==> src/rtl/h_code_pkg.sv <==
// Shared constants and helpers for the Hamming SECDED decoder: code-size
// derivation, data-bit placement and the decode status type.
package h_code_pkg;

  // Widest codeword any legal DATA_W can produce fits in this many bits.
  localparam int unsigned MAX_CW_W = 128;

  typedef enum logic [1:0] {
    CLEAN = 2'd0,
    CORR  = 2'd1,
    DET   = 2'd2
  } dec_status_e;

  // Smallest r with 2^r >= data_w + r + 1.
  function automatic int unsigned calc_r(int unsigned data_w);
    int unsigned r;
    r = 1;
    while ((32'd1 << r) < (data_w + r + 1)) r++;
    return r;
  endfunction

  function automatic int unsigned calc_cw_w(int unsigned data_w);
    return data_w + calc_r(data_w) + 1;
  endfunction

  // Codeword position of data bit idx: positions 3,5,6,7,9,... (non powers of two).
  function automatic int unsigned data_pos(int unsigned idx);
    int unsigned pos;
    int unsigned cnt;
    pos = 0;
    cnt = 0;
    for (int unsigned p = 3; p < MAX_CW_W; p++) begin
      if ((p & (p - 1)) != 0) begin
        if (cnt == idx) pos = p;
        cnt++;
      end
    end
    return pos;
  endfunction

  // Positions 1..MAX_CW_W-1 whose index has bit k set; bit 0 never participates.
  function automatic logic [MAX_CW_W-1:0] syn_mask(int unsigned k);
    logic [MAX_CW_W-1:0] m;
    m = '0;
    for (int p = 1; p < MAX_CW_W; p++) m[p] = p[k];
    return m;
  endfunction

endpackage

==> src/rtl/h_syndrome_calc.sv <==
// Combinational syndrome and overall-parity calculation for a SECDED codeword.
module h_syndrome_calc
  import h_code_pkg::*;
#(
  parameter int unsigned DATA_W = 32,
  localparam int unsigned R     = calc_r(DATA_W),
  localparam int unsigned CW_W  = calc_cw_w(DATA_W)
) (
  input  logic [CW_W-1:0] cw,
  output logic [R-1:0]    syn,
  output logic            par
);

  // Syndrome bit k is the parity of every position whose index has bit k set.
  for (genvar k = 0; k < R; k++) begin : g_syn
    localparam logic [MAX_CW_W-1:0] Mask = syn_mask(k);
    assign syn[k] = ^(cw & Mask[CW_W-1:0]);
  end

  assign par = ^cw;

endmodule

==> src/rtl/h_decoder_secded_pipe.sv <==
// Two-stage pipelined Hamming SECDED decoder with valid/ready handshakes.
// Stage 1 holds the codeword with its syndrome, stage 2 the corrected data.
// Optional error counters are built when H_DEC_ERR_COUNT_EN is defined.
module h_decoder_secded_pipe
  import h_code_pkg::*;
#(
  parameter int unsigned DATA_W = 32,
  parameter int unsigned CNT_W  = 16,
  localparam int unsigned R     = calc_r(DATA_W),
  localparam int unsigned CW_W  = calc_cw_w(DATA_W)
) (
  input  logic              i_Clk,
  input  logic              i_Rst_n,
  input  logic [CW_W-1:0]   i_CodeWord,
  input  logic              i_Valid,
  output logic              o_Ready,
  output logic [DATA_W-1:0] o_DecodWord,
  output logic              o_ErrorC,
  output logic              o_ErrorD,
  output logic              o_Valid,
  input  logic              i_Ready,
  input  logic              i_CntClr,
  output logic [CNT_W-1:0]  o_CorrCnt,
  output logic [CNT_W-1:0]  o_DetCnt
);

  logic [R-1:0]      syn_in;
  logic              par_in;
  logic              s1_valid_q, s2_valid_q;
  logic [CW_W-1:0]   s1_cw_q;
  logic [R-1:0]      s1_syn_q;
  logic              s1_par_q;
  logic [DATA_W-1:0] s2_data_q;
  logic              s2_c_q, s2_d_q;
  logic              s1_free, s2_free;
  dec_status_e       dec_st;
  logic [CW_W-1:0]   corr_cw;
  logic [DATA_W-1:0] dec_data;
  logic              unused_corr_cw;

  h_syndrome_calc #(
    .DATA_W (DATA_W)
  ) u_syndrome (
    .cw  (i_CodeWord),
    .syn (syn_in),
    .par (par_in)
  );

  // A stage may load when empty or when its word leaves in the same cycle.
  assign s2_free = !s2_valid_q || i_Ready;
  assign s1_free = !s1_valid_q || s2_free;
  assign o_Ready = s1_free;

  // Stage 1: capture codeword with its syndrome and overall parity.
  always_ff @(posedge i_Clk or negedge i_Rst_n) begin
    if (!i_Rst_n) begin
      s1_valid_q <= 1'b0;
      s1_cw_q    <= '0;
      s1_syn_q   <= '0;
      s1_par_q   <= 1'b0;
    end else if (s1_free) begin
      s1_valid_q <= i_Valid;
      if (i_Valid) begin
        s1_cw_q  <= i_CodeWord;
        s1_syn_q <= syn_in;
        s1_par_q <= par_in;
      end
    end
  end

  // Classify the stage-1 word and flip the erroneous bit when correctable.
  always_comb begin
    dec_st  = CLEAN;
    corr_cw = s1_cw_q;
    if (s1_par_q) begin
      if (32'(s1_syn_q) < CW_W) begin
        corr_cw = s1_cw_q ^ (CW_W'(1) << s1_syn_q);
        dec_st  = CORR;
      end else begin
        dec_st = DET;
      end
    end else if (s1_syn_q != '0) begin
      dec_st = DET;
    end
  end

  for (genvar i = 0; i < DATA_W; i++) begin : g_extract
    localparam int unsigned Pos = data_pos(i);
    assign dec_data[i] = corr_cw[Pos];
  end

  // Parity positions are not part of the data word.
  assign unused_corr_cw = ^corr_cw;

  // Stage 2: register corrected data and flags; holds while stalled.
  always_ff @(posedge i_Clk or negedge i_Rst_n) begin
    if (!i_Rst_n) begin
      s2_valid_q <= 1'b0;
      s2_data_q  <= '0;
      s2_c_q     <= 1'b0;
      s2_d_q     <= 1'b0;
    end else if (s2_free) begin
      s2_valid_q <= s1_valid_q;
      if (s1_valid_q) begin
        s2_data_q <= dec_data;
        s2_c_q    <= (dec_st == CORR);
        s2_d_q    <= (dec_st == DET);
      end
    end
  end

  assign o_Valid     = s2_valid_q;
  assign o_DecodWord = s2_data_q;
  assign o_ErrorC    = s2_c_q;
  assign o_ErrorD    = s2_d_q;

`ifdef H_DEC_ERR_COUNT_EN
  localparam logic [CNT_W-1:0] CntMax = '1;
  logic             out_hs;
  logic [CNT_W-1:0] corr_cnt_q, det_cnt_q;

  assign out_hs = s2_valid_q && i_Ready;

  // Saturating counters, one step per delivered word; clear wins over increment.
  always_ff @(posedge i_Clk or negedge i_Rst_n) begin
    if (!i_Rst_n) begin
      corr_cnt_q <= '0;
      det_cnt_q  <= '0;
    end else if (i_CntClr) begin
      corr_cnt_q <= '0;
      det_cnt_q  <= '0;
    end else if (out_hs) begin
      if (s2_c_q && (corr_cnt_q != CntMax)) corr_cnt_q <= corr_cnt_q + CNT_W'(1);
      if (s2_d_q && (det_cnt_q != CntMax))  det_cnt_q  <= det_cnt_q + CNT_W'(1);
    end
  end

  assign o_CorrCnt = corr_cnt_q;
  assign o_DetCnt  = det_cnt_q;
`else
  logic unused_cnt_clr;
  assign unused_cnt_clr = i_CntClr;
  assign o_CorrCnt      = '0;
  assign o_DetCnt       = '0;
`endif

endmodule

==> config.mk <==
export PLATFORM = sky130hd
export DESIGN_NAME = h_decoder_secded_pipe
export DESIGN_NICKNAME = d
export VERILOG_FILES = /design/src/rtl/h_code_pkg.sv /design/src/rtl/h_syndrome_calc.sv /design/src/rtl/h_decoder_secded_pipe.sv
export SDC_FILE = /design/constraint.sdc
export NUM_CORES = 1
export LEC_CHECK = 0
export CORE_MARGIN = 4
export CORE_UTILIZATION = 44
export DETAILED_ROUTE_END_ITERATION = 10
export PLACE_DENSITY = 0.77
export SYNTH_ARGS = -nofsm -noshare
export SYNTH_HDL_FRONTEND = slang
export SYNTH_SLANG_ARGS = --single-unit
==> constraint.sdc <==
create_clock -name i_Clk -period 1.57 [get_ports i_Clk]
set_input_delay 0.314 -clock i_Clk [delete_from_list [all_inputs] [get_ports i_Clk]]
set_output_delay 0.314 -clock i_Clk [all_outputs]
set_load 0.05 [all_outputs]
### Word level (Yosys, flattened, before mapping)

Cells that the tools add are included.

* add/subtract/negate cells: 0
* multipliers: 0
* divide/modulo/power cells: 0
* order comparisons: 1
* eq/ne operators: 2
* shifts and indexed selects: 1
* mux-type cells: 5
* bitwise logic cells: 1
* reductions and logical operators: 14

Operators with widths (count)
* 39-bit XOR reduction: 7
* 39-bit two-way mux: 2
* 1-bit by 6-bit << shifter with 39-bit output, first input constant: 1
* 39-bit bitwise XOR: 1
* 6-bit < comparator, second input constant: 1
* 2-bit two-way mux: 3
* 6-bit nonzero test: 1
* 2-bit AND reduction: 2
* 2-bit by 1-bit equality test with 1-bit output, second input constant: 1
* 2-bit equality test, second input constant: 1
* 1-bit logical NOT: 2
* 1-bit logical OR: 2

* bits in registers: 82
* latch bits: 0
* RAM bits: 0
* memory bits (read-only): 0
* input port bits: 44
* word-level logic and storage cells: 32
* memories kept: 0

### Logic depth before layout (Yosys ltp)

* word-level depth: 4
* gate-level depth with buffers: 6
* mapped depth without buffers: 6

### Cells and area by module

A second synthesis with hierarchy kept.

* cell total of the unflattened synthesis: 398
* area, all modules: 4271.6 µm²

Modules (own cells, without submodules)
* h_decoder_secded_pipe: instances 1, cells each 329, area each 3609.7 µm², sequential area each 1876.8 µm²
* h_syndrome_calc: instances 1, cells each 69, area each 661.9 µm², sequential area each 0.0 µm²

### Worst setup path before layout

OpenSTA, ideal clock, no wires.

* kind: flip-flop to flip-flop
* start: reg s2_valid_q, in the netlist o_Valid
* end: reg s1_cw_q[10]
* library setup time: 125 ps
* data arrival time: 2355 ps
* setup slack: -910 ps
* cell stages (with the launch flop): 5
* clock period less this slack: 2480 ps
* cell sequence: dfrtp_1 > nand3b_1 > nand2_1 > clkbuf_1 > mux2_2

* cells in the longest elaborated chain, start to end: 4

RTL lines
* start, declared: RTL line h_decoder_secded_pipe.sv:29 `logic s1_valid_q, s2_valid_q;`
* start signal, assigned: RTL line h_decoder_secded_pipe.sv:103 `s2_valid_q <= s1_valid_q;`
* 1-bit logical NOT: RTL line h_decoder_secded_pipe.sv:50 `assign s2_free = !s2_valid_q || i_Ready;`
* 1-bit logical OR: RTL line h_decoder_secded_pipe.sv:50
* 1-bit logical OR: RTL line h_decoder_secded_pipe.sv:51 `assign s1_free = !s1_valid_q || s2_free;`
* net o_Ready: RTL line h_decoder_secded_pipe.sv:16 `output logic o_Ready,`
* 2-bit AND reduction (no line)
* end signal, assigned: RTL line h_decoder_secded_pipe.sv:64 `s1_cw_q <= i_CodeWord;`
* end, declared: RTL line h_decoder_secded_pipe.sv:30 `logic [CW_W-1:0] s1_cw_q;`

The timed path passes the listed nets, and every way through them passes these cells.
A chain may end at the register's enable or synchronous reset.

### Worst setup path in the final report

* start: in i_CodeWord[10]
* end: reg s1_par_q

* cells in the longest elaborated chain, start to end: 1

RTL lines
* start, declared: RTL line h_decoder_secded_pipe.sv:14 `input logic [CW_W-1:0] i_CodeWord,`
* 39-bit XOR reduction: RTL line h_syndrome_calc.sv:20 `assign par = ^cw;`
* end signal, assigned: RTL line h_decoder_secded_pipe.sv:66 `s1_par_q <= par_in;`
* end, declared: RTL line h_decoder_secded_pipe.sv:32 `logic s1_par_q;`

Every way passes these cells.

==> flow_summary.toml <==
[sta]
tns_ns = -0.07321
finalMaxSlewViolations = 0
finalCritPeriodShare_pct = 104.5
fin_ws_ns = -0.06993
clock-skew-final_ns = 0.01029
fmax_mhz = 609.8
grt_setup_unrepaired = "yes"
setup_viol_count_final = 2
hold_slack_ns = 0.3732
min_period_ns = 1.640
hold_viol_final = 0

[logic_synthesis]
synth.avg_cell_area_um2 = 10.22
synth_top_area_share_pct = 45.70
ys_async_sr_fraction_pct = 100.0
synth_edf_count = 0
syn_area_um2 = 4106
synth-seq-cells = 75
synth_area_leader_cell = "dfrtp_1"
syn_inst = 402
synth_ff_type = "dfrtp_1"
synth_cell_types = 24
synth.top_cells.by_count = "dfrtp_1 (75), xnor2_1 (75), nand2_1 (58)"
ys_warn_count = 0
synth_area_leaders = "dfrtp_1 (46%), xnor2_1 (16%), mux2_2 (8.8%), buf_4 (5.9%), xor2_1 (5.5%)"
synth-seq-area-share_pct = 45.70

[final_layout]
layout-drive-gt1-share_pct = 35.44
post-route-util_pct = 69.74
area.growth.synth_to_final_pct = 51.01
final_area_um2 = 6201
nNetsFinal = 578
antenna_cells = 0

[global_route]
grt_pass1_wl_mm = 16.45
antenna_found_initial = 0
grt_pass1_vias = 3369
grt_max_degree = 76
grt_overflow_total = 0
grt_use_total_pct = 18.89

[power_and_ir_drop]
p_per_area_nw_per_um2 = 1419
peakVddDrop_mv = 0.5155
leakagePower_nw = 2.773
total_power_mw = 8.799

[clocking]
tritoncts = "built"
clk_pin_slew_worst_paths_ns = 0.08
cts_sinks = 75
cts_buffers = 9
clockBufferDepth = 2
clk_latency_ns = 0.35
h-tree-depth = 3
cts-root-buf = "clkbuf_8"

[die]
fp.dieH_um = 104.6
chipWidth_um = 104.6
die_area_um2 = 10940
core_area_um2 = 8891
std_cell_rows = 34
ios = 112
start_util_pct = 46.19

[worst_setup_path]
cp.required_ns = 1.84
cp_max_fo = 2
crit_path_start_kind = "primary input"
critPathCaptureType = "flip-flop"
crit_slowest_cell = "xnor3_1"
arrival_ns = 1.91
cp_cell_sequence = "dlygate4sd2_1 > xnor2_2 > xnor2_2 > xnor2_2 > xnor3_1 > xor2_1 > o21ai_1"
crit_type = "primary input to flip-flop"
path_common_cell = "xnor2_2"
max_stage_delay_ns = 0.44

[drt]
drc = 0
route.vias.total = 3190
final_antenna_net_count = 0
detail_route.iter0.violations = 196
avgRoutedWirePerCell_um = 16.07
drt-total-wl_mm = 10.40
via_per_inst = 4.930
drtPass1Iterations = 4

[min_path]
hold_class = "primary input to flip-flop"

[status]
violations = "setup timing"
run_status = "complete, but fails checks"

[placed_design]
hpwl_mm = 7.567
portBuffers = 78
placed_cell_area_um2 = 5628
routabilityCongestion = 0.8109

[job]
maxCapViolations = 0
-- routing by layer --
| metal | vias to the layer above | global-route usage [%] | wire [µm] |
|---|---|---|---|
| met3 | 26 | 4.192 | 788 |
| met2 | 148 | 33.44 | 5226 |
| met1 | 1512 | 22.44 | 4090 |
| met5 | - | 0 | 0 |
| met4 | 0 | 7.310 | 289 |
| li1 | 1504 | - | - |
-- final timing paths --
kind	depth (start not counted)	slack [ns]	end	start
worst min-delay path	2	0.37	s1_cw_q[12]	i_CodeWord[12]
worst min register to register	1	0.50	o_Valid	s1_valid_q
min in group asynchronous	3	0.51	s1_cw_q[10]	i_Rst_n
worst max-delay path	7	-0.07	s1_par_q	i_CodeWord[10]
max in group asynchronous	3	0.71	s1_syn_q[1]	i_Rst_n
worst max register to register	5	0.12	o_DecodWord[27]	s1_syn_q[2]
-- where the power goes --
group          internal [mW]  switching [mW]
sequential              2.37           0.551
clock                  0.974           0.704
combinational           2.06            2.14
total                   5.40            3.40
-- flip-flops by register name, indices dropped and copies added (netlist names) --
signal       cells
o_DecodWord     32
s1_cw_q         32
s1_syn_q         6
o_ErrorC         1
o_ErrorD         1
o_Valid          1
s1_par_q         1
s1_valid_q       1
-- critical path, delay by kind of cell --
| kind | cells | cell delay [ns] |
|---|---|---|
| XOR/XNOR | 5 | 1.18 |
| buffers and inverters | 1 | 0.28 |
| AO/OA/AOI/OAI | 1 | 0.14 |
-- final cells by class --
cell class	instances	area [µm²]
fillers	586	2690
multi-input cells	311	2364
flip-flops and latches	75	1882
repair buffers	136	1590
clock buffers	11	151.4
well taps	108	135.1
clock inverters	5	75.07
inverters	1	3.754
-- layout by cell type, fill, tap and decap left out, drive strengths merged --
cell type / instances
buf: 94
dfrtp: 75
xnor2: 75
nand2: 58
o21ai: 42
conb: 32
mux2: 32
dlygate4sd2: 28
xor2: 26
nor2: 21
clkbuf: 12
clkdlybuf4s50: 5
clkdlybuf4s15: 5
nand3b: 4
nand3: 4
nand2b: 3
clkinv: 3
nor2b: 3
nor3b: 3
and3: 2
bufinv: 2
dlymetal6s2s: 2
a31oi: 1
or3: 1
and2: 1
nor3: 1
xnor3: 1
inv: 1
o41ai: 1
dlygate4sd3: 1
-- cell families (layout without fill, tap and decap cells) --
group,Yosys count,after routing,synth area share [%]
DFF,75,75,45.70
other,1,32,0.09132
muxes,32,32,8.775
AOI/OAI and AO/OA,44,44,5.485
xor gates and xnor gates,102,102,22.09
and+or+nand+nor,101,101,10.63
buffers and inverters,47,153,7.221
-- metrics by stage --
step | cells | setup WS (ns)
final | 647 | -0.06993
after global routing | 647 | -0.08359
after CTS | 646 | 0.01326
after detailed placement | 621 | -0.6362
after global placement | 621 | -0.5614
after floorplan | 433 | -0.4157
-- repair_timing --
item	4_1_cts	5_1_grt
hold endpoints to repair	6	0
hold buffers	1	0
pin swaps	35	19
setup buffers	8	1
endpoints found under the setup margin	7	21
resized for setup	63	27
No activity file was read; power rests on OpenSTA's default activity.
